===== config.mk =====
export PLATFORM = sky130hd
export DESIGN_NAME = ddr_serializer_tx
export DESIGN_NICKNAME = d
export VERILOG_FILES = /design/src/rtl/ddr_serializer_tx.sv
export SDC_FILE = /design/constraint.sdc
export NUM_CORES = 1
export LEC_CHECK = 0
export ABC_AREA = 0
export CAP_MARGIN = 10
export CORE_MARGIN = 8
export CORE_UTILIZATION = 56
export CTS_BUF_LIST = sky130_fd_sc_hd__clkbuf_8
export DETAILED_ROUTE_END_ITERATION = 8
export HOLD_SLACK_MARGIN = 0.05
export PLACE_DENSITY_LB_ADDON = 0.25
export SYNTH_ARGS = -nofsm -noshare
export SYNTH_HDL_FRONTEND = slang
export SYNTH_SLANG_ARGS = --single-unit

===== constraint.sdc =====
create_clock -name clk -period 4 [get_ports clk]
set_input_delay 0.8 -clock clk [delete_from_list [all_inputs] [get_ports clk]]
set_output_delay 0.8 -clock clk [all_outputs]
set_load 0.05 [all_outputs]

===== src/rtl/ddr_serializer_tx.sv =====
`default_nettype none
// ============================================================================
// Module      : ddr_serializer_tx
// Description : Transmit side of the dual-edge sampling link. A parallel word
//               is accepted over a valid/ready handshake and shifted out
//               MSB-first, two bits per clk cycle: the bit launched at posedge
//               is driven during the clk high phase and the bit launched at
//               negedge during the clk low phase.
// Revision    : 1.0 - initial release
// ----------------------------------------------------------------------------
// Parameters:
//   WIDTH      - word width in bits (even, >= 2); WIDTH/2 bit-pairs per word
//   IDLE_LEVEL - level on ser_out when no data is in flight
// Ports:
//   clk      in   sampling clock, both edges used
//   rstb     in   asynchronous active-low reset
//   in_data  in   parallel word to send
//   in_valid in   in_data valid
//   in_ready out  word can be accepted at the next posedge
//   ser_out  out  serial data (clk ? hi_q : lo_q)
//   frame    out  high for every cycle whose two half-cycles carry word data
//   busy     out  a word is loaded or being shifted
// Build option:
//   DDR_TX_PARITY_EN - append one trailing pair per word: high phase carries
//                      even parity of the word, low phase carries IDLE_LEVEL
// ============================================================================
module ddr_serializer_tx #(
  parameter int   WIDTH      = 8,
  parameter logic IDLE_LEVEL = 1'b0
) (
  input  logic             clk,
  input  logic             rstb,
  input  logic [WIDTH-1:0] in_data,
  input  logic             in_valid,
  output logic             in_ready,
  output logic             ser_out,
  output logic             frame,
  output logic             busy
);

  localparam int PAIRS = WIDTH / 2;
`ifdef DDR_TX_PARITY_EN
  localparam int LOAD_PAIRS = PAIRS + 1;
`else
  localparam int LOAD_PAIRS = PAIRS;
`endif
  localparam int               CNT_W    = $clog2(LOAD_PAIRS + 1);
  localparam logic [CNT_W-1:0] CNT_LOAD = CNT_W'(LOAD_PAIRS);
  localparam logic [CNT_W-1:0] CNT_ONE  = CNT_W'(1);

  logic [WIDTH-1:0] sr;
  logic [CNT_W-1:0] cnt;
  logic             hi_q;
  logic             lo_stage;
  logic             lo_q;
  logic             accept;
  logic             pop_hi;
  logic             pop_lo;

  // Ready while at most one pair remains, so the next word loads on the same
  // edge the final pair is popped and the frame stays continuous.
  assign in_ready = rstb && (cnt <= CNT_ONE);
  assign accept   = in_valid && in_ready;
  assign busy     = (cnt != '0) || frame;

  // Both phase registers reset to IDLE_LEVEL, so ser_out idles in either
  // clk phase as soon as rstb falls.
  assign ser_out  = clk ? hi_q : lo_q;

`ifdef DDR_TX_PARITY_EN
  logic parity_q;

  // Parity is captured with the word; the last count step emits it in place
  // of data (sr has already been fully shifted out by then).
  always_ff @(posedge clk or negedge rstb) begin
    if (!rstb) begin
      parity_q <= 1'b0;
    end else if (accept) begin
      parity_q <= ^in_data;
    end
  end

  always_comb begin
    pop_hi = sr[WIDTH-1];
    pop_lo = sr[WIDTH-2];
    if (cnt == CNT_ONE) begin
      pop_hi = parity_q;
      pop_lo = IDLE_LEVEL;
    end
  end
`else
  assign pop_hi = sr[WIDTH-1];
  assign pop_lo = sr[WIDTH-2];
`endif

  // Posedge domain: pop the next pair, then let a load override sr/cnt.
  // The popped pair still goes out even when a new word loads on this edge.
  always_ff @(posedge clk or negedge rstb) begin
    if (!rstb) begin
      sr       <= '0;
      cnt      <= '0;
      hi_q     <= IDLE_LEVEL;
      lo_stage <= IDLE_LEVEL;
      frame    <= 1'b0;
    end else begin
      if (cnt != '0) begin
        hi_q     <= pop_hi;
        lo_stage <= pop_lo;
        sr       <= sr << 2;
        cnt      <= cnt - CNT_ONE;
        frame    <= 1'b1;
      end else begin
        hi_q     <= IDLE_LEVEL;
        lo_stage <= IDLE_LEVEL;
        frame    <= 1'b0;
      end
      if (accept) begin
        sr  <= in_data;
        cnt <= CNT_LOAD;
      end
    end
  end

  // Negedge domain: half-cycle transfer of the low-phase bit.
  always_ff @(negedge clk or negedge rstb) begin
    if (!rstb) begin
      lo_q <= IDLE_LEVEL;
    end else begin
      lo_q <= lo_stage;
    end
  end

endmodule
`default_nettype wire


* Word-level counts from Yosys, hierarchy flattened
Cells that the tools add are included.
** Storage, ports and cells
- Input bits :: 11
- Output and inout port bits :: 4
- Register bits :: 15
** Cells by class
- $lt $le $gt $ge :: 1
- Muxes and demuxes :: 8
- Add/sub/neg operators :: 1
- Reductions and logical operators :: 5
** Operators by type and width (number)
- 8-bit 2-to-1 mux :: 2
- 3-bit 2-to-1 mux :: 2
- 1-bit 2-to-1 mux :: 4
- 3-bit by 1-bit <= comparator with 1-bit output (second input constant) :: 1
- 3-bit nonzero test :: 1
- 3-bit by 1-bit subtractor with 3-bit output (second input constant) :: 1
- 1-bit logical AND :: 2
- 2-bit nonzero test :: 1
- 1-bit logical OR :: 1

* Longest topological paths before layout
Gate-level depths: netlist (run 1).
- Word-level depth :: 4
- Mapped depth :: 7

==> metrics.txt, run 1 <==
# TYPE chip_impl_metric gauge
chip_impl_metric{name="finalHoldViolCount",unit=""} 0
chip_impl_metric{name="postCtsSetupBuffers",unit=""} 0
chip_impl_metric{name="fp.coreArea",unit="um2"} 1280
chip_impl_metric{name="die_h",unit="um"} 52.9
chip_impl_metric{name="drt_first_pass_iters",unit=""} 3
chip_impl_info{name="grt_most_used_layer",value="met2"} 1
chip_impl_metric{name="total_power",unit="uW"} 730
chip_impl_metric{name="num_io_pins",unit=""} 15
chip_impl_metric{name="drc_errors",unit=""} 0
chip_impl_metric{name="synth_area",unit="um2"} 764
chip_impl_info{name="commonest_non_fill_non_tap_cell_in_the_layout",value="sky130_fd_sc_hd__dfrtp_1"} 1
chip_impl_metric{name="drv_slew",unit=""} 0
chip_impl_metric{name="routed_via_density",unit=""} 5.18
chip_impl_metric{name="worst-endpoint-arrival",unit="ps"} 3140
chip_impl_metric{name="groute.layer.met3.usage",unit=""} 0.0728
chip_impl_metric{name="fill_cell_total_of_the_finished_layout",unit=""} 90
chip_impl_metric{name="final_critical_path_setup_slack",unit="ps"} 56.6
chip_impl_metric{name="global_route.usage.total",unit=""} 0.129
chip_impl_metric{name="power_per_cell_area",unit="nW/um2"} 737
chip_impl_metric{name="worst-slew-pin-transition",unit="ps"} 527
chip_impl_metric{name="leakage",unit="nW"} 0.494
chip_impl_info{name="unrepaired_setup_endpoints_after_global_routing",value="false"} 1
chip_impl_metric{name="postRouteWirelength",unit="um"} 1270
chip_impl_metric{name="yosys_warnings",unit=""} 0
chip_impl_info{name="setup.worst_path.class",value="reg -> out"} 1
chip_impl_metric{name="worstPathRequired",unit="ps"} 3200
chip_impl_metric{name="routed-via-count",unit=""} 477
chip_impl_metric{name="port-buffer-count",unit=""} 14
chip_impl_metric{name="wire_length_per_cell",unit="um"} 13.8
chip_impl_metric{name="num_rows",unit=""} 13
chip_impl_metric{name="power.ir.vdd_worst",unit="V"} 0.000440
chip_impl_metric{name="grt_pass1_vias",unit=""} 546
chip_impl_metric{name="report.final.setup_viol",unit=""} 0
chip_impl_metric{name="grt_use_met1",unit=""} 0.119
chip_impl_metric{name="ys_ff_latch",unit=""} 15
chip_impl_metric{name="fin_worst_hold_slack",unit="ps"} 492
chip_impl_metric{name="syn_nets",unit=""} 71
chip_impl_metric{name="worst_slew_margin_rel",unit=""} 0.649
chip_impl_metric{name="grt_start_max_net_pins",unit=""} 17
chip_impl_info{name="most_frequent_cells_in_the_layout",value="14 x sky130_fd_sc_hd__dfrtp_1, 12 x sky130_fd_sc_hd__clkdlybuf4s50_1, 8 x sky130_fd_sc_hd__mux2_4, 6 x sky130_fd_sc_hd__mux2_2, 6 x sky130_fd_sc_hd__clkbuf_8"} 1
chip_impl_metric{name="post-route-util",unit=""} 0.770
chip_impl_metric{name="grt_antenna_before_repair",unit=""} 0
chip_impl_metric{name="drv.max_cap_violation_count",unit=""} 0
chip_impl_info{name="cp-end-kind",value="primary output"} 1
chip_impl_metric{name="die_width",unit="um"} 52.9
chip_impl_info{name="min_from",value="sr[7]"} 1
chip_impl_metric{name="floorplan.die_area",unit="um2"} 2800
chip_impl_metric{name="netlist-cell-type-count",unit=""} 20
chip_impl_metric{name="use_met2",unit=""} 0.174
chip_impl_metric{name="grt_pass1_wl",unit="um"} 2370
chip_impl_metric{name="antenna_left",unit=""} 0
chip_impl_metric{name="gp_congestion",unit=""} 0.650
chip_impl_metric{name="initial_core_util",unit=""} 0.595
chip_impl_metric{name="r2r_slack",unit="ps"} 1520
chip_impl_info{name="worst_r2r_startpoint",value="lo_stage"} 1
chip_impl_metric{name="clkLatencyLatePin",unit="ps"} 380
chip_impl_metric{name="fin_skew",unit="ps"} 26.8
chip_impl_metric{name="syn_area_per_cell",unit="um2"} 13.4
chip_impl_metric{name="drt_iter0_markers",unit=""} 2
chip_impl_metric{name="synthToLayoutAreaGrowth",unit="%"} 29.5
chip_impl_metric{name="synthCells",unit=""} 57
chip_impl_metric{name="drive_above_1_share",unit=""} 0.338
chip_impl_metric{name="placement.setup.worst_slack",unit="ps"} -75.9
chip_impl_info{name="kind_of_path_behind_the_tightest_hold_check",value="reg -> reg"} 1
chip_impl_info{name="tritoncts_clock_tree",value="done"} 1
chip_impl_info{name="status",value="finished clean"} 1
chip_impl_info{name="setup.worst_path.start",value="lo_q"} 1
chip_impl_metric{name="critical_path_peak_fanout",unit=""} 1
chip_impl_metric{name="final_nets",unit=""} 92
chip_impl_info{name="cp-start-kind",value="flip-flop"} 1
chip_impl_metric{name="overflow_after_grt",unit=""} 0
chip_impl_metric{name="synth_seq_area_share",unit=""} 0.491
chip_impl_metric{name="insertedDiodeCount",unit=""} 0
chip_impl_metric{name="clk_pin_slew_worst_paths",unit="ps"} 60
-- state kept, by name, indices dropped and copies added (netlist names) --
| name | count |
|---|---|
| cnt | 3 |
| frame | 1 |
| hi_q | 1 |
| lo_q | 1 |
| lo_stage | 1 |
| sr | 8 |
-- Yosys cell counts --
| cell | instances | area (um2) |
|---|---|---|
| sky130_fd_sc_hd__a21oi_1 | 1 | 5.00 |
| sky130_fd_sc_hd__a221oi_1 | 1 | 8.76 |
| sky130_fd_sc_hd__and2_1 | 2 | 12.5 |
| sky130_fd_sc_hd__buf_6 | 3 | 33.8 |
| sky130_fd_sc_hd__dfrtn_1 | 1 | 25.0 |
| sky130_fd_sc_hd__dfrtp_1 | 14 | 350 |
| sky130_fd_sc_hd__ha_1 | 3 | 37.5 |
| sky130_fd_sc_hd__inv_1 | 4 | 15.0 |
| sky130_fd_sc_hd__mux2_1 | 1 | 11.3 |
| sky130_fd_sc_hd__mux2_2 | 6 | 67.6 |
| sky130_fd_sc_hd__mux2_4 | 8 | 120 |
| sky130_fd_sc_hd__mux2i_1 | 1 | 10.0 |
| sky130_fd_sc_hd__nand2_1 | 2 | 7.51 |
| sky130_fd_sc_hd__nand2b_1 | 1 | 6.26 |
| sky130_fd_sc_hd__nor2_1 | 4 | 15.0 |
| sky130_fd_sc_hd__nor3b_1 | 1 | 7.51 |
| sky130_fd_sc_hd__o21ba_1 | 1 | 10.0 |
| sky130_fd_sc_hd__or2_2 | 1 | 6.26 |
| sky130_fd_sc_hd__or3_1 | 1 | 6.26 |
| sky130_fd_sc_hd__xnor2_1 | 1 | 8.76 |
-- report_power, final --
part           switching [mW]  internal, mW  leakage (nW)
clock network          0.0959         0.148        0.0539
logic                   0.114         0.133         0.246
registers              0.0322         0.208         0.195
-- layout make-up --
cell class | instances | area, um2 | share of cell area
flip-flops and latches | 15 | 375 | 0.379
multi-input cells | 35 | 340 | 0.344
repair buffers | 15 | 143 | 0.144
clock buffers | 7 | 90.1 | 0.0910
well taps | 15 | 18.8 | 0.0190
inverters | 4 | 15.0 | 0.0152
clock inverters | 1 | 7.51 | 0.00759
-- final timing paths --
| check | endpoint | cells after the start |
|---|---|---|
| min in group asynchronous | sr[2] | 2 |
| max in group asynchronous | lo_q | 1 |
| min | hi_q | 1 |
| min reg2reg | hi_q | 1 |
| max reg2reg | lo_q | 0 |
| max | ser_out | 2 |
-- repair_timing --
item,4_1_cts,5_1_grt
hold buffers,0,0
endpoints found under the setup margin,1,1
gates resized for setup,5,2
pin swaps,0,0
-- logic make-up after synthesis --
kind of cell / synth area share
AO/OA/AOI/OAI: 0.0311
XOR/XNOR: 0.0115
adder cells (fa/ha/maj): 0.0491
buffers and inverters: 0.0638
flip-flops: 0.491
multiplexers: 0.273
AND/OR/NAND/NOR: 0.0802
-- worst max-delay path, cell delays in order (launching register included) --
cell                      delay, ps
sky130_fd_sc_hd__dfrtn_1        320
sky130_fd_sc_hd__mux2_2         250
sky130_fd_sc_hd__buf_4          190
-- per-stage QoR --
step	TNS (ps)	instances	instance area, um2
floorplan	0	57	764
detailed placement	-75.9	85	902
global placement	-71.3	85	902
global route	0	92	990
finish	0	92	990
CTS	0	92	987
-- routing by layer --
layer	vias to the layer above	wire, um
met5	-	0
met4	0	72
met3	7	85
met2	17	570
met1	224	537
li1	229	-
Power figures use the tool's default switching activity.
==> run 2: changes to the inputs <==
--- a/config.mk
+++ b/config.mk
@@ -7,9 +7,10 @@
 export LEC_CHECK = 0
 export ABC_AREA = 0
 export CAP_MARGIN = 10
-export CORE_MARGIN = 8
+export CORE_MARGIN = 4
 export CORE_UTILIZATION = 56
 export CTS_BUF_LIST = sky130_fd_sc_hd__clkbuf_8
+export CTS_CLUSTER_SIZE = 24
 export DETAILED_ROUTE_END_ITERATION = 8
 export HOLD_SLACK_MARGIN = 0.05
 export PLACE_DENSITY_LB_ADDON = 0.25
==> metrics.txt, run 2 (synthesis results as in run 1) <==
# TYPE chip_impl_metric gauge
chip_impl_info{name="tritoncts_clock_tree",value="done"} 1
chip_impl_info{name="cp-end-kind",value="primary output"} 1
chip_impl_metric{name="finalHoldViolCount",unit=""} 0
chip_impl_metric{name="r2r_slack",unit="ps"} 1520
chip_impl_metric{name="max_stage_delay",unit="ps"} 320
chip_impl_metric{name="clkLatencyLatePin",unit="ps"} 380
chip_impl_metric{name="gp_congestion",unit=""} 0.647
chip_impl_metric{name="routed-via-count",unit=""} 463
chip_impl_metric{name="instances_no_fill",unit=""} 92
chip_impl_info{name="top_registers",value="sr: 8 flops, cnt: 3 flops"} 1
chip_impl_metric{name="worstPathRequired",unit="ps"} 3200
chip_impl_info{name="min_to",value="lo_stage"} 1
chip_impl_metric{name="initial_core_util",unit=""} 0.587
chip_impl_metric{name="clk_pin_slew_worst_paths",unit="ps"} 60
chip_impl_info{name="most_frequent_cells_in_the_layout",value="14 x sky130_fd_sc_hd__dfrtp_1, 12 x sky130_fd_sc_hd__clkdlybuf4s50_1, 8 x sky130_fd_sc_hd__mux2_4, 6 x sky130_fd_sc_hd__mux2_2, 6 x sky130_fd_sc_hd__clkbuf_8"} 1
chip_impl_metric{name="grt_pass1_vias",unit=""} 538
chip_impl_info{name="kind_of_path_behind_the_tightest_hold_check",value="reg -> reg"} 1
chip_impl_metric{name="overflow_after_grt",unit=""} 0
chip_impl_metric{name="routed_via_density",unit=""} 5.03
chip_impl_metric{name="fin_skew",unit="ps"} 29.2
chip_impl_metric{name="power.ir.vdd_worst",unit="V"} 0.000343
chip_impl_metric{name="postRouteWirelength",unit="um"} 1210
chip_impl_info{name="setup.worst_path.class",value="reg -> out"} 1
chip_impl_metric{name="worst-slew-pin-transition",unit="ps"} 502
chip_impl_info{name="critical_path.cell_chain",value="mux2_2, buf_2"} 1
chip_impl_metric{name="fill_cell_total_of_the_finished_layout",unit=""} 98
chip_impl_metric{name="grt_start_max_net_pins",unit=""} 17
chip_impl_info{name="status",value="finished clean"} 1
chip_impl_metric{name="drv_slew",unit=""} 0
chip_impl_metric{name="drive_above_1_share",unit=""} 0.338
chip_impl_metric{name="drt_iter0_markers",unit=""} 13
chip_impl_metric{name="max_ffs_per_register",unit=""} 8
chip_impl_metric{name="grt_pass1_wl",unit="um"} 2220
chip_impl_metric{name="drt_first_pass_iters",unit=""} 2
chip_impl_metric{name="synthToLayoutAreaGrowth",unit="%"} 28.8
chip_impl_metric{name="worst_slew_margin_rel",unit=""} 0.665
chip_impl_metric{name="global_route.usage.total",unit=""} 0.167
chip_impl_info{name="largest_register",value="sr"} 1
chip_impl_metric{name="wire_length_per_cell",unit="um"} 13.1
chip_impl_metric{name="worst-endpoint-arrival",unit="ps"} 3150
chip_impl_metric{name="insertedDiodeCount",unit=""} 0
chip_impl_info{name="worst_r2r_startpoint",value="lo_stage"} 1
chip_impl_metric{name="placed_cells",unit=""} 85
chip_impl_metric{name="die_h",unit="um"} 44.9
chip_impl_metric{name="drv.max_cap_violation_count",unit=""} 0
chip_impl_metric{name="leakage",unit="nW"} 0.498
chip_impl_metric{name="dp_hpwl",unit="um"} 845
chip_impl_metric{name="critical_path_peak_fanout",unit=""} 1
chip_impl_metric{name="final_nets",unit=""} 92
chip_impl_metric{name="num_io_pins",unit=""} 15
chip_impl_metric{name="die_width",unit="um"} 44.9
chip_impl_metric{name="drc_errors",unit=""} 0
chip_impl_metric{name="power_per_cell_area",unit="nW/um2"} 731
chip_impl_metric{name="fin_worst_hold_slack",unit="ps"} 498
chip_impl_metric{name="report.final.setup_viol",unit=""} 0
chip_impl_metric{name="worst-r2r-cell-count",unit=""} 0
chip_impl_metric{name="worst_hold_path.num_cells",unit=""} 1
chip_impl_info{name="r2r-end",value="lo_q"} 1
chip_impl_metric{name="postCtsSetupBuffers",unit=""} 0
chip_impl_metric{name="grt_antenna_before_repair",unit=""} 0
chip_impl_info{name="cp-start-kind",value="flip-flop"} 1
chip_impl_info{name="commonest_non_fill_non_tap_cell_in_the_layout",value="sky130_fd_sc_hd__dfrtp_1"} 1
chip_impl_metric{name="num_rows",unit=""} 13
chip_impl_metric{name="fp.coreArea",unit="um2"} 1300
chip_impl_info{name="slowest_stage_cell_crit_path",value="sky130_fd_sc_hd__dfrtn_1"} 1
chip_impl_metric{name="antenna_left",unit=""} 0
chip_impl_metric{name="port-buffer-count",unit=""} 14
chip_impl_metric{name="post-route-util",unit=""} 0.757
chip_impl_info{name="unrepaired_setup_endpoints_after_global_routing",value="false"} 1
chip_impl_info{name="min_from",value="sr[6]"} 1
chip_impl_metric{name="floorplan.die_area",unit="um2"} 2020
## run 2: changes by cell type in the layout (fill, tap and decap cells not counted)
cell                         previous run  this run
sky130_fd_sc_hd__buf_4                  4         3
sky130_fd_sc_hd__clkinv_2               0         1
sky130_fd_sc_hd__clkinvlp_4             1         0
sky130_fd_sc_hd__buf_2                  0         1
## run 2: worst max path at each step
stage	start	endpoint	slack (ps)	cells after the start
2_1_floorplan	lo_q	ser_out	520	1
3_3_place_gp	lo_q	ser_out	-70	2
3_5_place_dp	lo_q	ser_out	-70	2
4_1_cts	lo_q	ser_out	30	2
5_1_grt	lo_q	ser_out	20	2
6_report	lo_q	ser_out	50	2
## run 2: timing repair
action | in CTS | in global routing
hold buffers | 0 | 0
setup endpoints to repair | 1 | 0
gates resized for setup | 5 | 0
endpoints found under the hold margin | 0 | 0
## run 2: worst max-delay path, delay by kind of cell (launching register included)
kind | cells | cell delay (ps)
buf+inv | 1 | 210
flops | 1 | 320
mux | 1 | 250
## run 2: through the flow
stage / setup WS (ps) / power, mW / instance area (um2) / setup TNS [ps]
2_1_floorplan: 523 / 0.472 / 764 / 0
3_3_place_gp: -70.7 / 0.520 / 902 / -70.7
3_5_place_dp: -72.9 / 0.530 / 902 / -72.9
4_1_cts: 34.0 / 0.734 / 985 / 0
5_1_grt: 15.2 / 0.771 / 985 / 0
6_report: 46.8 / 0.720 / 985 / 0
## run 2: layout make-up
type | count | area, um2 | share of cell area
timing repair buffer | 15 | 143 | 0.145
tap | 15 | 18.8 | 0.0191
sequential | 15 | 375 | 0.381
inverter | 4 | 15.0 | 0.0152
clock inverter | 1 | 5.00 | 0.00508
clock buffer | 7 | 87.6 | 0.0889
multi-input combinational | 35 | 340 | 0.346
## run 2: where the power goes
group	total (mW)	switching, mW	internal (mW)
Sequential	0.241	0.0330	0.208
Clock	0.231	0.0882	0.143
Combinational	0.248	0.116	0.132
Total	0.720	0.237	0.483
## run 2: per-layer routing
metal  vias up  global-route usage  routed length [um]
met3         3              0.0717                  78
li1        230                   -                   -
met5         -                   0                   0
met1       218               0.182                 469
met4         0               0.164                  20
met2        12               0.237                 640
==> run 3: changes to the inputs <==
--- a/config.mk
+++ b/config.mk
@@ -13,7 +13,7 @@
 export CTS_CLUSTER_SIZE = 24
 export DETAILED_ROUTE_END_ITERATION = 8
 export HOLD_SLACK_MARGIN = 0.05
-export PLACE_DENSITY_LB_ADDON = 0.25
+export PLACE_DENSITY_LB_ADDON = 0.1
 export SYNTH_ARGS = -nofsm -noshare
 export SYNTH_HDL_FRONTEND = slang
 export SYNTH_SLANG_ARGS = --single-unit
==> metrics.txt, run 3 (synthesis results as in run 1) <==
# TYPE chip_impl_metric gauge
chip_impl_metric{name="routed_via_density",unit=""} 5.31
chip_impl_metric{name="grt_antenna_before_repair",unit=""} 0
chip_impl_metric{name="worst-endpoint-arrival",unit="ps"} 3150
chip_impl_metric{name="seqPwrFrac",unit=""} 0.330
chip_impl_metric{name="worst_slew_margin_rel",unit=""} 0.605
chip_impl_metric{name="overflow_after_grt",unit=""} 0
chip_impl_metric{name="grt_pass1_wl",unit="um"} 2060
chip_impl_metric{name="postRouteWirelength",unit="um"} 1270
chip_impl_metric{name="final_nets",unit=""} 91
chip_impl_info{name="critical_path.cell_chain",value="mux2_2, buf_6"} 1
chip_impl_metric{name="wire_length_per_cell",unit="um"} 13.9
chip_impl_metric{name="max_ffs_per_register",unit=""} 8
chip_impl_metric{name="insertedDiodeCount",unit=""} 0
chip_impl_info{name="largest_register",value="sr"} 1
chip_impl_metric{name="power_per_cell_area",unit="nW/um2"} 738
chip_impl_metric{name="power.switching",unit="uW"} 241
chip_impl_metric{name="drv_slew",unit=""} 0
chip_impl_metric{name="fin_worst_hold_slack",unit="ps"} 486
chip_impl_metric{name="gp_congestion",unit=""} 0.771
chip_impl_info{name="unrepaired_setup_endpoints_after_global_routing",value="false"} 1
chip_impl_metric{name="critical_path.n_buffers_inverters",unit=""} 1
chip_impl_metric{name="worstPathRequired",unit="ps"} 3200
chip_impl_metric{name="max_stage_delay",unit="ps"} 330
chip_impl_info{name="tritoncts_clock_tree",value="done"} 1
chip_impl_metric{name="worst-slew-pin-transition",unit="ps"} 593
chip_impl_info{name="commonest_non_fill_non_tap_cell_in_the_layout",value="sky130_fd_sc_hd__dfrtp_1"} 1
chip_impl_metric{name="global_route.usage.total",unit=""} 0.164
chip_impl_metric{name="fill_cell_total_of_the_finished_layout",unit=""} 95
chip_impl_metric{name="grt_start_max_net_pins",unit=""} 17
chip_impl_metric{name="report.final.setup_viol",unit=""} 0
chip_impl_metric{name="synthToLayoutAreaGrowth",unit="%"} 28.6
chip_impl_metric{name="power.ir.vdd_worst",unit="V"} 0.000410
chip_impl_metric{name="drt_iter0_markers",unit=""} 5
chip_impl_metric{name="floorplan.die_area",unit="um2"} 2020
chip_impl_metric{name="multi_input_comb_area",unit="um2"} 340
chip_impl_metric{name="critical_path_peak_fanout",unit=""} 1
chip_impl_info{name="status",value="finished clean"} 1
chip_impl_metric{name="die_width",unit="um"} 44.9
chip_impl_metric{name="drt_first_pass_iters",unit=""} 4
chip_impl_metric{name="power.share.clock",unit=""} 0.337
chip_impl_metric{name="internal_power",unit="uW"} 485
chip_impl_metric{name="fp.coreArea",unit="um2"} 1300
chip_impl_metric{name="final_critical_path_setup_slack",unit="ps"} 53.4
chip_impl_metric{name="port-buffer-count",unit=""} 14
chip_impl_metric{name="dpl-instance-area",unit="um2"} 895
chip_impl_metric{name="ff_latch_area",unit="um2"} 375
chip_impl_metric{name="drc_errors",unit=""} 0
chip_impl_info{name="top_registers",value="sr: 8 flops, cnt: 3 flops"} 1
chip_impl_metric{name="num_io_pins",unit=""} 15
chip_impl_metric{name="clk_pin_slew_worst_paths",unit="ps"} 60
chip_impl_metric{name="fin_skew",unit="ps"} 30.4
chip_impl_info{name="most_frequent_cells_in_the_layout",value="14 x sky130_fd_sc_hd__dfrtp_1, 12 x sky130_fd_sc_hd__clkdlybuf4s50_1, 8 x sky130_fd_sc_hd__mux2_4, 6 x sky130_fd_sc_hd__mux2_2, 6 x sky130_fd_sc_hd__clkbuf_8"} 1
chip_impl_metric{name="leakage",unit="nW"} 0.495
chip_impl_metric{name="routed-via-count",unit=""} 483
chip_impl_metric{name="drive_above_1_share",unit=""} 0.329
chip_impl_metric{name="postLayoutCellArea",unit="um2"} 983
chip_impl_metric{name="dp_hpwl",unit="um"} 834
chip_impl_metric{name="combPwrFrac",unit=""} 0.333
chip_impl_info{name="kind_of_path_behind_the_tightest_hold_check",value="reg -> reg"} 1
chip_impl_metric{name="grt_pass1_vias",unit=""} 537
chip_impl_info{name="slowest_stage_cell_crit_path",value="sky130_fd_sc_hd__dfrtn_1"} 1
chip_impl_metric{name="die_h",unit="um"} 44.9
chip_impl_metric{name="antenna_left",unit=""} 0
chip_impl_metric{name="clkLatencyLatePin",unit="ps"} 380
chip_impl_metric{name="num_rows",unit=""} 13
chip_impl_metric{name="drv.max_cap_violation_count",unit=""} 0
chip_impl_info{name="setup.worst_path.class",value="reg -> out"} 1
chip_impl_metric{name="placement.setup.worst_slack",unit="ps"} -91.2
chip_impl_info{name="cp-end-kind",value="primary output"} 1
chip_impl_metric{name="finalHoldViolCount",unit=""} 0
chip_impl_metric{name="initial_core_util",unit=""} 0.587
chip_impl_metric{name="netSwitchingFraction",unit=""} 0.331
chip_impl_info{name="cp-start-kind",value="flip-flop"} 1
chip_impl_info{name="critical_path.top_delay_family",value="flip-flops"} 1
## run 3: changes by cell type in the layout (fill, tap and decap cells not counted), sizes merged
cell,before,now
buf,4,3
## run 3: repair_timing
| item | in CTS | in global routing |
|---|---|---|
| endpoints found under the setup margin | 1 | 1 |
| setup buffers | 0 | 0 |
| gates resized for setup | 6 | 1 |
| hold buffers | 0 | 0 |
## run 3: path summary, 6_finish.rpt
| path | startpoint | depth (start not counted) | end | slack, ps |
|---|---|---|---|---|
| max | lo_q | 2 | ser_out | 50 |
| min | sr[7] | 1 | hi_q | 490 |
| max reg2reg | lo_stage | 0 | lo_q | 1530 |
| min reg2reg | sr[7] | 1 | hi_q | 490 |
| max in group asynchronous | rstb | 1 | lo_q | 1400 |
| min in group asynchronous | rstb | 2 | hi_q | 800 |
## run 3: area by class of cell
type | count | area share
clock buffers | 7 | 0.0954
clock inverters | 1 | 0.00509
inverters | 4 | 0.0153
multi-input cells | 35 | 0.346
flip-flops and latches | 15 | 0.382
well taps | 15 | 0.0191
repair buffers | 14 | 0.137
## run 3: per-stage QoR
step / total power [mW] / setup TNS, ps / cells / util
floorplan: 0.472 / 0 / 57 / -
global placement: 0.514 / -71.4 / 84 / 0.688
detailed placement: 0.521 / -91.2 / 84 / 0.688
CTS: 0.735 / 0 / 91 / 0.753
global route: 0.772 / 0 / 91 / 0.756
finish: 0.726 / 0 / 91 / 0.756
## run 3: power groups by stage
| stage | Sequential [mW] | Combinational (mW) | Clock [mW] |
|---|---|---|---|
| 6_report | 0.240 | 0.242 | 0.244 |
| 5_1_grt | 0.247 | 0.264 | 0.260 |
| 2_1_floorplan | 0.247 | 0.196 | 0.0288 |
| 3_3_place_gp | 0.240 | 0.237 | 0.0382 |
| 4_1_cts | 0.241 | 0.246 | 0.249 |
| 3_5_place_dp | 0.242 | 0.241 | 0.0382 |
## run 3: per-layer routing
metal  track usage  wire (um)
met1         0.138        521
met2         0.234        557
met3        0.0956         93
met4         0.211         94
met5             0          0
==> patch 1, RTL diff (config.mk and constraints of run 1) <==
The option `DDR_TX_PARITY_EN` is turned on by a define.
--- a/src/rtl/ddr_serializer_tx.sv
+++ b/src/rtl/ddr_serializer_tx.sv
@@ -24,6 +24,8 @@
 //   DDR_TX_PARITY_EN - append one trailing pair per word: high phase carries
 //                      even parity of the word, low phase carries IDLE_LEVEL
 // ============================================================================
+`define DDR_TX_PARITY_EN
+
 module ddr_serializer_tx #(
   parameter int   WIDTH      = 8,
   parameter logic IDLE_LEVEL = 1'b0
Check against the original RTL: not checked (the comparison handles one clock edge and no latches or derived clocks); the edit may change what the design does.
==> patch 1 against run 1 <==
Total power grew 8.1%. Combinational power grew 19%. Worst setup slack lost 15 ps. Clock skew grew 5.0 ps. Sequential cell count grew 1. Clock power shrank 3%. Design area grew 7.3%. Area after synthesis grew 8.5%. Wire length grew 20%. Largest cell class unchanged.
==> patch 1: results (changes against run 1) <==
Status: complete, no violations
Comb pwr: 0.292 mW (+19%)
Met3 WL post-DR: 110 µm (+29%)
IO buf count: 14 (unchanged)
Seq/Total Area, Yosys: 48.3% (-0.83 points)
Internal power: 0.498 mW (+2.1%)
Hold Path Sink: lo_stage
Vias post-DR: 608 (+27%)
Max IR drop VDD: 0.367 mV (-16%)
Met2 usage: 19.5% (+2.1 points)
Wl on met1: 646 µm (+20%)
Largest net degree at the start of global routing: 22 (+5)
Cell Area, Placed: 978 µm² (+8.5%)
Synthesized net count: 96 (+35%)
Vias in the first global route: 667 (+22%)
Metal2 WL: 712 µm (+25%)
GR Util met3: 7.61% (+0.33 points)
Clk pwr: 0.237 mW (-3%)
Synth Area in XOR/XNOR: 8.45% (+7.3 points)
Area contributors post-synth: dfrtp_1 (45%), xnor2_1 (8.4%), mux2i_1 (7.2%)
Final RePlAce weighted congestion: 0.705 (+8.5%)
Hold WS: 492 ps (+0.0960 ps)
Switching pwr: 0.291 mW (+20%)
Pleak: 0.469 nW (-5.1%)
Synth top cells by count: dfrtp_1 (15), nand2_1 (13), xnor2_1 (8)
Worst Max-Slew Pin Slew: 497 ps (-29.8 ps)
Total global-route track usage: 13.9% (+1.0 points)
Hold path start: sr[6]
Met1 global-route usage: 13.5% (+1.6 points)
First-pass GRT wire length: 2740 µm (+16%)
Share of cells above drive strength 1: 14.7% (-19 points)
# nets final: 117 (+27%)
Post-Synth Adder-Cell Area: 4.52% (-0.39 points)
Avg Cell Area, Syn: 10.1 µm² (-25%)
Placed cells: 111 (+31%)
Drt first pass iters: 4 (+1)
Layout Skew: 31.9 ps (+5.03 ps)
Synth unique cells: 23 (+15%)
Complex-gate fraction of the synthesized area: 10.9% (+7.8 points)
patch 1: cell types whose count changed in the layout (fill, tap and decap cells not counted), sizes merged, moves of 2 or more:
cell,before,now
and2,2,0
mux2,15,1
nor2,4,6
mux2i,1,6
a21oi,1,3
nand2,2,13
xnor2,1,8
o21ai,0,9
nor2b,0,2
patch 1: how the worst max path moves through the flow:
| stage | startpoint | end | slack (ps) |
|---|---|---|---|
| 2_1_floorplan | lo_q | ser_out | 520 |
| 5_1_grt | lo_q | ser_out | 6 |
| 3_3_place_gp | lo_q | ser_out | -70 |
| 6_report | lo_q | ser_out | 40 |
| 3_5_place_dp | lo_q | ser_out | -100 |
| 4_1_cts | lo_q | ser_out | 10 |
patch 1: final cells by class:
type	instances	area (µm²)
multi-input cells	58	383
inverters	4	15.0
repair buffers	16	150
clock buffers	7	90.1
well taps	16	20.0
flip-flops and latches	16	400
clock inverters	1	3.75
fillers	131	392
==> patch 2, RTL diff (flow settings as in run 1) <==
Made on the original files. The parameter `WIDTH` goes from 8 to 16.
--- a/src/rtl/ddr_serializer_tx.sv
+++ b/src/rtl/ddr_serializer_tx.sv
@@ -25,7 +25,7 @@
 //                      even parity of the word, low phase carries IDLE_LEVEL
 // ============================================================================
 module ddr_serializer_tx #(
-  parameter int   WIDTH      = 8,
+  parameter int   WIDTH      = 16,
   parameter logic IDLE_LEVEL = 1'b0
 ) (
   input  logic             clk,
Ports: changed (resized in_data); port bits go from 15 to 23. The function was not compared with the original's and may differ.
==> patch 2 against run 1 <==
Clock skew down 1.6 ps. Via count increased by 57%. Worst setup slack better by 6.8 ps. Area after synthesis up 65%. Sequential cell count is 9 higher. Count of clock-buffer cells in the layout increased by 1. Global-route usage fell by 1.4 points. Non-clock buffer count is 8 higher. Combinational power increased by 61%. Critical path depth is the same. Total power is 49% higher. Design area up 61%. Wire length is 70% higher. Critical endpoint unchanged.
==> patch 2: results (changes against run 1) <==
Met3 WL post-DR: 127 µm (+49%)
Total global-route track usage: 11.4% (-1.4 points)
Place WS: -73.9 ps (+2.00 ps)
HP Class: flop to flop
Share of cells above drive strength 1: 37.7% (+4.0 points)
Cell Area, Placed: 0.00149 mm² (+65%)
FF-to-FF setup slack: 1510 ps
Seq/Total Area, Yosys: 47.5% (-1.6 points)
Mux contribution to synthesized area: 31.6% (+4.2 points)
Max IR drop VDD: 0.456 mV (+3.6%)
Most Crowded Layer GR: met2
Complex-gate fraction of the synthesized area: 3.46% (+0.35 points)
Met2 usage: 19.5% (+2.1 points)
CP Capture Point: ser_out
Switching pwr: 0.348 mW (+44%)
Synthesized net count: 109 (+54%)
Met1 global-route usage: 10.3% (-1.6 points)
Clk pin slew, worst setup/hold paths: 80 ps (+20 ps)
Number of fill cells: 160 (+78%)
First-pass GRT wire length: 3580 µm (+51%)
Initial antenna violation count: 0 (unchanged)
Vias in the first global route: 867 (+59%)
Status: complete, no violations
Wl on met1: 866 µm (+61%)
Layout Skew: 25.3 ps (-1.57 ps)
Routed len/inst: 15.1 µm (+10%)
Final setup vio count: 0 (unchanged)
CP max-delay cell: dfrtn_1
Seq pwr: 0.395 mW (+65%)
Largest net degree at the start of global routing: 26 (+9)
Post-route setup slack: 63.4 ps (+6.76 ps)
PwrDens: 683 mW/mm² (-7.4%)
Drt first pass iters: 3 (unchanged)
Vias post-DR: 747 (+57%)
Initial detailed-routing violation count: 14 (+12)
Area contributors post-synth: dfrtp_1 (45%), mux2_4 (17%), mux2_2 (13%)
R2R Path Start: lo_stage
Synth unique cells: 23 (+15%)
# nets final: 137 (+49%)
Metal2 WL: 1120 µm (+97%)
Crit path kind: flop to primary output
N_diodes: 0 (unchanged)
Crit path launch: lo_q
Final RePlAce weighted congestion: 0.713 (+9.8%)
Slew headroom: 53.1% (-12 points)
Clock power share: 27.3% (-6.1 points)
IO buf count: 22 (+8)
Post-Synth Adder-Cell Area: 2.97% (-1.9 points)
Largest regs: sr (16), cnt (4)
Pleak: 0.761 nW (+54%)
Synth top cells by count: dfrtp_1 (23), mux2_2 (15), mux2_4 (14), inv_1 (5)
CP max stage delay: 320 ps (about the same)
GR Util met3: 7.77% (+0.49 points)
Ys async rst share: 100% (unchanged)
Synth Area in XOR/XNOR: 2.08% (+0.93 points)
patch 2: stage by stage:
step,cells,setup TNS [ps],hold WS [ps]
finish,142,0,497
global route,142,0,521
CTS,142,0,505
detailed placement,135,-73.9,485
global placement,135,-71.4,469
floorplan,87,0,458
patch 2: worst min path at each step:
stage	from	to	slack, ps	depth (start not counted)
finish	sr[15]	hi_q	500	1
global route	sr[15]	hi_q	520	1
CTS	sr[15]	hi_q	510	1
detailed placement	sr[15]	hi_q	490	1
global placement	sr[14]	lo_stage	470	1
floorplan	sr[15]	hi_q	460	1
patch 2: area by class of cell:
class | instances | area [µm²] | area share [%]
timing repair buffer | 23 | 235 | 14.8
inverter | 5 | 18.8 | 1.18
sequential | 24 | 601 | 37.8
tap | 28 | 35.0 | 2.20
multi-input combinational | 54 | 592 | 37.2
clock buffer | 8 | 108 | 6.77
patch 2: worst max-delay path, delay by kind of cell (launching register included):
family | cells | cell delay, ps
buffers and inverters | 1 | 150
flip-flops | 1 | 320
multiplexers | 1 | 260
